## src/rtl/tea_encryptor_pkg.sv

```systemverilog
// Shared constants, FSM encoding and the TEA mixing helper for the encryptor.
package tea_encryptor_pkg;

  localparam logic [31:0] TEA_DELTA     = 32'h9E3779B9;
  localparam int          TEA_ROUNDS    = 32;
  // Sum after all rounds; the decryptor starts from this value.
  localparam logic [31:0] TEA_FINAL_SUM = 32'hC6EF3720;

  // FSM encoding kept as plain constants so older blocks can share it.
  localparam logic [1:0] ST_IDLE = 2'd0;
  localparam logic [1:0] ST_RUN  = 2'd1;
  localparam logic [1:0] ST_DONE = 2'd2;

  typedef struct packed {
    logic [31:0] v0;
    logic [31:0] v1;
  } teaBlock_t;

  // One half-round mixing term: ((v<<4)+ka) ^ (v+s) ^ ((v>>5)+kb), mod 2^32.
  function automatic logic [31:0] teaMix(
    input logic [31:0] v,
    input logic [31:0] ka,
    input logic [31:0] kb,
    input logic [31:0] s
  );
    return ((v << 4) + ka) ^ (v + s) ^ ((v >> 5) + kb);
  endfunction

endpackage

```

## src/rtl/tea_encryptor_round.sv

```systemverilog
// Combinational single TEA encryption round (v1 update uses the new v0).
module teaEncRound
  import tea_encryptor_pkg::*;
(
  input  logic [31:0]  v0,
  input  logic [31:0]  v1,
  input  logic [31:0]  sumNext,
  input  logic [127:0] key,
  output logic [31:0]  v0New,
  output logic [31:0]  v1New
);

  logic [31:0] k0, k1, k2, k3;

  assign {k0, k1, k2, k3} = key;
  assign v0New = v0 + teaMix(v1, k0, k1, sumNext);
  assign v1New = v1 + teaMix(v0New, k2, k3, sumNext);

endmodule

```

## src/rtl/tea_encryptor.sv

```systemverilog
// Iterative TEA encryptor: one round per enabled clock, 32 rounds per block.
module tea_encryptor
  import tea_encryptor_pkg::*;
(
  input  logic         clk,
  input  logic         rst,
  input  logic         ena,
  input  logic         start,
  input  logic [31:0]  dataA,
  input  logic [31:0]  dataB,
  input  logic [127:0] key,
  output logic [31:0]  resultA,
  output logic [31:0]  resultB,
  output logic         busy,
  output logic         rdy
);

  logic [1:0]   state;
  logic [4:0]   roundCnt;
  logic [31:0]  sum;
  logic [31:0]  sumNext;
  teaBlock_t    blk;
  logic [127:0] keyReg;
  logic [31:0]  v0New;
  logic [31:0]  v1New;
  logic         lastRound;

  assign sumNext   = sum + TEA_DELTA;
  assign lastRound = (roundCnt == 5'(TEA_ROUNDS - 1));
  assign busy      = (state == ST_RUN);
  assign rdy       = (state == ST_DONE);

  teaEncRound uRound (
    .v0      (blk.v0),
    .v1      (blk.v1),
    .sumNext (sumNext),
    .key     (keyReg),
    .v0New   (v0New),
    .v1New   (v1New)
  );

  // FSM, round state and result registers; everything holds while ena is low.
  always_ff @(posedge clk or posedge rst) begin
    if (rst) begin
      state    <= ST_IDLE;
      roundCnt <= '0;
      sum      <= '0;
      blk      <= '0;
      keyReg   <= '0;
      resultA  <= '0;
      resultB  <= '0;
    end else if (ena) begin
      case (state)
        ST_IDLE: begin
          if (start) begin
            blk      <= '{v0: dataA, v1: dataB};
            keyReg   <= key;
            sum      <= '0;
            roundCnt <= '0;
            state    <= ST_RUN;
          end
        end
        ST_RUN: begin
          // start is deliberately ignored here; the block in flight owns the datapath.
          blk      <= '{v0: v0New, v1: v1New};
          sum      <= sumNext;
          roundCnt <= roundCnt + 5'd1;
          if (lastRound) begin
            resultA <= v0New;
            resultB <= v1New;
            state   <= ST_DONE;
          end
        end
        ST_DONE: begin
          // A start here chains straight into the next block without an IDLE gap.
          if (start) begin
            blk      <= '{v0: dataA, v1: dataB};
            keyReg   <= key;
            sum      <= '0;
            roundCnt <= '0;
            state    <= ST_RUN;
          end else begin
            state <= ST_IDLE;
          end
        end
        default: state <= ST_IDLE;
      endcase
    end
  end

  // The round counter and the running sum must agree on the final round.
  finalSumOk: assert property (@(posedge clk) disable iff (rst)
    (ena && state == ST_RUN && lastRound) |-> (sumNext == TEA_FINAL_SUM));

endmodule

```

## config.mk

```make
export PLATFORM = sky130hd
export DESIGN_NAME = tea_encryptor
export DESIGN_NICKNAME = d
export VERILOG_FILES = /design/src/rtl/tea_encryptor_pkg.sv /design/src/rtl/tea_encryptor_round.sv /design/src/rtl/tea_encryptor.sv
export SDC_FILE = /design/constraint.sdc
export NUM_CORES = 1
export LEC_CHECK = 0
export CORE_MARGIN = 2
export CORE_UTILIZATION = 40
export DETAILED_ROUTE_END_ITERATION = 8
export SLEW_MARGIN = 20
export SYNTH_ARGS = -nofsm -noshare
export SYNTH_HDL_FRONTEND = slang
export SYNTH_HIERARCHICAL = 1
export SYNTH_SLANG_ARGS = --single-unit
```

## constraint.sdc

```tcl
create_clock -name clk -period 35 [get_ports clk]
set_input_delay 10.5 -clock clk [delete_from_list [all_inputs] [get_ports clk]]
set_output_delay 10.5 -clock clk [all_outputs]
set_load 0.02 [all_outputs]
```

=== Word-level counts from Yosys, hierarchy flattened ===
Index checks and enable logic that the tools add are counted.

* Output and inout bits: 66
* Register bits after elaboration: 295
* Input bits: 196
* Bits in writable memories: 0
* Logic and storage cells: 45
* Memories kept: 0
* Latch bits: 0
* Bits in read-only memories: 0

* Shift-type cells: 0
* Multiply operators: 0
* Magnitude comparators: 0
* Reductions and logical operators: 7
* Multiplexer cells: 10
* Bitwise operators: 4
* Divide/modulo/power cells: 0
* Add/subtract/negate cells: 10
* Eq/ne operators: 6

{| class="wikitable"
|+ Operators with widths
! cell !! number
|-
| 32-bit adder || 6
|-
| 64-bit case mux with 2 select lines || 1
|-
| 32-bit bitwise XOR || 4
|-
| 27-bit by 32-bit adder with 32-bit output || 2
|-
| 64-bit 2-to-1 mux || 1
|-
| 32-bit case mux with 2 select lines || 1
|-
| 32-bit adder (second input constant) || 1
|-
| 32-bit 2-to-1 mux || 1
|-
| 3-bit AND reduction || 4
|-
| 5-bit case mux with 2 select lines || 1
|-
| 2-bit case mux with 3 select lines || 1
|-
| 5-bit by 1-bit adder with 5-bit output (second input constant) || 1
|-
| 5-bit == test (second input constant) || 1
|-
| 5-bit 2-to-1 mux || 1
|-
| 2-bit 2-to-1 mux || 2
|-
| 2-bit by 1-bit inequality test with 1-bit output (second input constant) || 2
|-
| 2-bit by 1-bit == test with 1-bit output (second input constant) || 1
|-
| 2-bit == test (second input constant) || 1
|-
| 2-bit logical NOT || 1
|-
| 2-bit inequality test (second input constant) || 1
|-
| 2-bit nonzero test || 1
|-
| 2-bit OR reduction || 1
|-
| 1-bit 2-to-1 mux || 1
|}

=== Logic depth before layout (Yosys ltp) ===
* Word-level depth: 10
* Mapped depth: 48
* Mapped depth without buffers: 48

=== Modules after synthesis ===
Netlist, hierarchy kept.

{| class="wikitable"
|+ Modules (own cells, without submodules)
! module !! times used !! cells an instance !! area each (um^2) !! seq. area each (um^2)
|-
| tea_encryptor || 1 || 1254 || 12410.7 || 7382.1
|-
| teaEncRound || 1 || 1590 || 12014.0 || 0.0
|}

=== Worst setup path after synthesis ===
OpenSTA, ideal clock, no wires.

* Path kind: input -> register
* Start point: input ena
* End point: register resultA[0]
* Slack: 23157 ps
* Required time: 34875 ps
* Buffers on the path: 3
* Library setup time: 125 ps
* Data arrival time: 11718 ps
* Cell stages on the path: 6
* Cells stage by stage: and3b_1 -> buf_6 -> nand2_1 -> clkbuf_1 -> buf_2 -> mux2_2

* Longest elaborated chain between the ends: 1

{| class="wikitable"
|+ RTL lines
! what !! line !! text
|-
| start: declaration || tea_encryptor.sv:7 || <nowiki>input logic ena,</nowiki>
|-
| 3-bit AND reduction (no line) || n/a ||
|-
| end signal: assignment || tea_encryptor.sv:69 || <nowiki>resultA <= v0New;</nowiki>
|-
| end: declaration || tea_encryptor.sv:12 || <nowiki>output logic [31:0] resultA,</nowiki>
|}

Every way passes these cells.
A chain may end at the register's enable or synchronous reset.

=== Worst setup path after layout ===
* Start point: input ena
* End point: register sum[26]

* Longest elaborated chain between the ends: 1

{| class="wikitable"
|+ RTL lines
! what !! line !! text
|-
| 3-bit AND reduction (no line) || n/a ||
|-
| end signal: assignment || tea_encryptor.sv:66 || <nowiki>sum <= sumNext;</nowiki>
|-
| end: declaration || tea_encryptor.sv:20 || <nowiki>logic [31:0] sum;</nowiki>
|}

Every way passes these cells.

==> results.toml <==
[clock_network]
clock-root-buffer = "clkbuf_16"
postCtsResizedCells = 0
hold_buffers = 0
cts_tree = "built"
clk_pin_slew_ns = 0.06
clk_latency_ns = 0.59
htree_levels = 2
cts_num_sinks = 295
clockBufferDepth = 3
cts_buffers = 37
post-cts-setup-buffer-count = 0

[drt]
via_per_inst = 5.618
ant_nets = 0
drt_wl_total_um = 78470
post_drt_wl_per_cell_um = 20.14
num_vias = 21890
drt-initial-drc-count = 1721
dr.pass1.iters = 6
drc = 0

[hold_path]
hold_class = "reg -> reg"
hold_path_depth = 2
worstHoldStart = "blk[44]"

[synth]
post-synth-top-area-fraction = 0.3022
synth_fa_ha_area_frac = 0.1341
ys_top_cells_by_area = "dfrtp_1, ha_1, xnor2_1, nand2_1, a21o_1"
synthXorXnorAreaFrac = 0.1396
ys_ff_latch = 295
ys.flop_type = "dfrtp_1"
syn_nets = 3297
synth_cell_types = 88
synthSimpleGateAreaFrac = 0.1684
synthMuxAreaShare = 0.03120
synth_compound_area_frac = 0.1987
yosysMostFrequentCell = "nand2_1"
yosysWarningCount = 6
synth_area_per_cell_um2 = 8.588
synth_top_family_by_area = "compound AO/OA/AOI/OAI gates"
yosys.area.top_type = "dfrtp_1"
synth_cells = 2844
synth_area_mm2 = 0.02442
synth_commonest_cells = "nand2_1, xnor2_1, dfrtp_1"
yosysSeqAreaShare = 0.3022
synth_enable_flop_cells = 0
synth_async_sr_flop_share = 1.000

[run]
maxCapViolations = 0

[grt]
grt_pass1_vias = 21500
grt_pass1_wl_um = 121100
grt_max_degree = 104
antenna_found_initial = 0
grt_usage = 0.2452
overflow = 0

[critical_path]
cpMostUsedCell = "buf_4"
regToRegStartpoint = "sum[0]"
cp_top_family = "buffers and inverters"
cp.arrival_ns = 13.17
timing.reg2reg.setup_slack_ns = 23.79
critPathKind = "in -> reg"
rr_worst_depth = 47
crit_fanout = 56
cp-start-kind = "primary input"
crit_path_top_delay_cell = "buf_4"
cp.depth = 8
end_kind = "register"
crit_buf_inv = 3
cp.required_ns = 35.51
max_stage_delay_ns = 0.59
cp_cell_sequence = "clkdlybuf4s50_1 > and3b_4 > buf_4 > buf_4 > and3_1 > a21oi_1 > o21ai_0 > a21o_1"
cp-startpoint = "ena"

[final_layout]
n_fill_cell = 5852
syn_to_final_growth_pct = 19.50
diodes = 0
final_nets = 3541
drive_gt1_frac = 0.06164

[timing]
hold_viol_final = 0
fin_skew_ns = 0.03620
post-route-period-util = 0.3618
worstMarginPinSlew_ns = 1.072
slew_viol_final = 0
rsz0062_at_grt = "false"
timing.final.crit_period_ns = 12.66
max_freq_mhz = 78.96
slew_headroom = 0.2853
setup_tns_ns = 0
setup_viol = 0

[die]
rows = 90
die_h_um = 251.1
start_util = 0.4047
core-area_mm2 = 0.06036
die_area_mm2 = 0.06305
fp.dieW_um = 251.1
io_pins = 262

[outcome]
status = "complete, no violations"

[place]
io_buffers = 261
place.gp.congestion = 0.9750
dp_hpwl_um = 60980
-- flip-flops by register name (all words and copies together) (netlist names) --
name,cells
state,2
sum,32
blk,64
resultB,32
roundCnt,5
keyReg,128
resultA,32
-- through the flow --
step	area, µm²	utilization	instances	hold slack (ns)	worst slack (ns)
6_report	29190	0.4836	3897	0.4783	22.34
4_1_cts	29190	0.4836	3897	0.4835	22.38
3_3_place_gp	27870	0.4618	3831	0.4651	21.83
5_1_grt	29190	0.4836	3897	0.4987	22.13
3_5_place_dp	27870	0.4618	3831	0.4690	21.76
2_1_floorplan	24420	-	2844	0.4523	16.35
-- placed cells by master (no fill, tap or decap), types with 17 or more instances in the layout --
cell type,count
a211oi_1,18
a21o_1,131
a21oi_1,195
a22oi_1,63
a31oi_1,29
and3_1,23
buf_4,27
clkbuf_16,37
clkdlybuf4s50_1,261
dfrtp_1,295
ha_1,249
inv_1,67
mux2_2,65
nand2_1,621
nand2b_1,24
nand3_1,45
nand4_1,20
nor2_1,109
nor2b_1,28
nor3_1,30
o211ai_1,17
o21a_1,25
o21ai_0,121
o21bai_1,31
xnor2_1,302
xor2_1,75
-- worst min-delay path: cells and delay by family (launching register included) --
family / cells / cell delay (ns)
flip-flops: 1 / 0.34
AND/OR/NAND/NOR: 2 / 0.10
-- per-layer routing --
metal	track usage	wire (µm)	vias to the layer above
met4	0.06939	1934	0
met1	0.3553	37240	10590
met5	0	0	-
met2	0.3872	34940	682
li1	-	-	10520
met3	0.02547	4357	109
-- layout make-up --
class / count / area, µm² / share of cell area
Clock buffer: 50 / 1065 / 0.03648
Clock inverter: 16 / 250.2 / 0.008573
Sequential cell: 295 / 7382 / 0.2529
Tap cell: 782 / 978.4 / 0.03352
Inverter: 68 / 262.8 / 0.009002
Multi-Input combinational cell: 2398 / 16430 / 0.5631
Timing Repair Buffer: 288 / 2815 / 0.09645
-- worst paths after layout --
check	endpoint
setup / recovery	sum[26]
hold / removal	blk[44]
setup reg to reg	resultB[30]
hold reg to reg	blk[44]
max in group asynchronous	keyReg[74]
min in group asynchronous	resultA[9]
-- cells by family after synthesis --
| kind of cell | after synthesis |
|---|---|
| AND/OR/NAND/NOR | 956 |
| multiplexers | 68 |
| flip-flops | 295 |
| AO/OA/AOI/OAI | 735 |
| XOR/XNOR | 382 |
| buffers and inverters | 151 |
| adder cells (fa/ha/maj) | 257 |
Power is left out: the tool's default activity adds up to more than one toggle a clock period on the data nets, which glitch-free logic cannot reach.
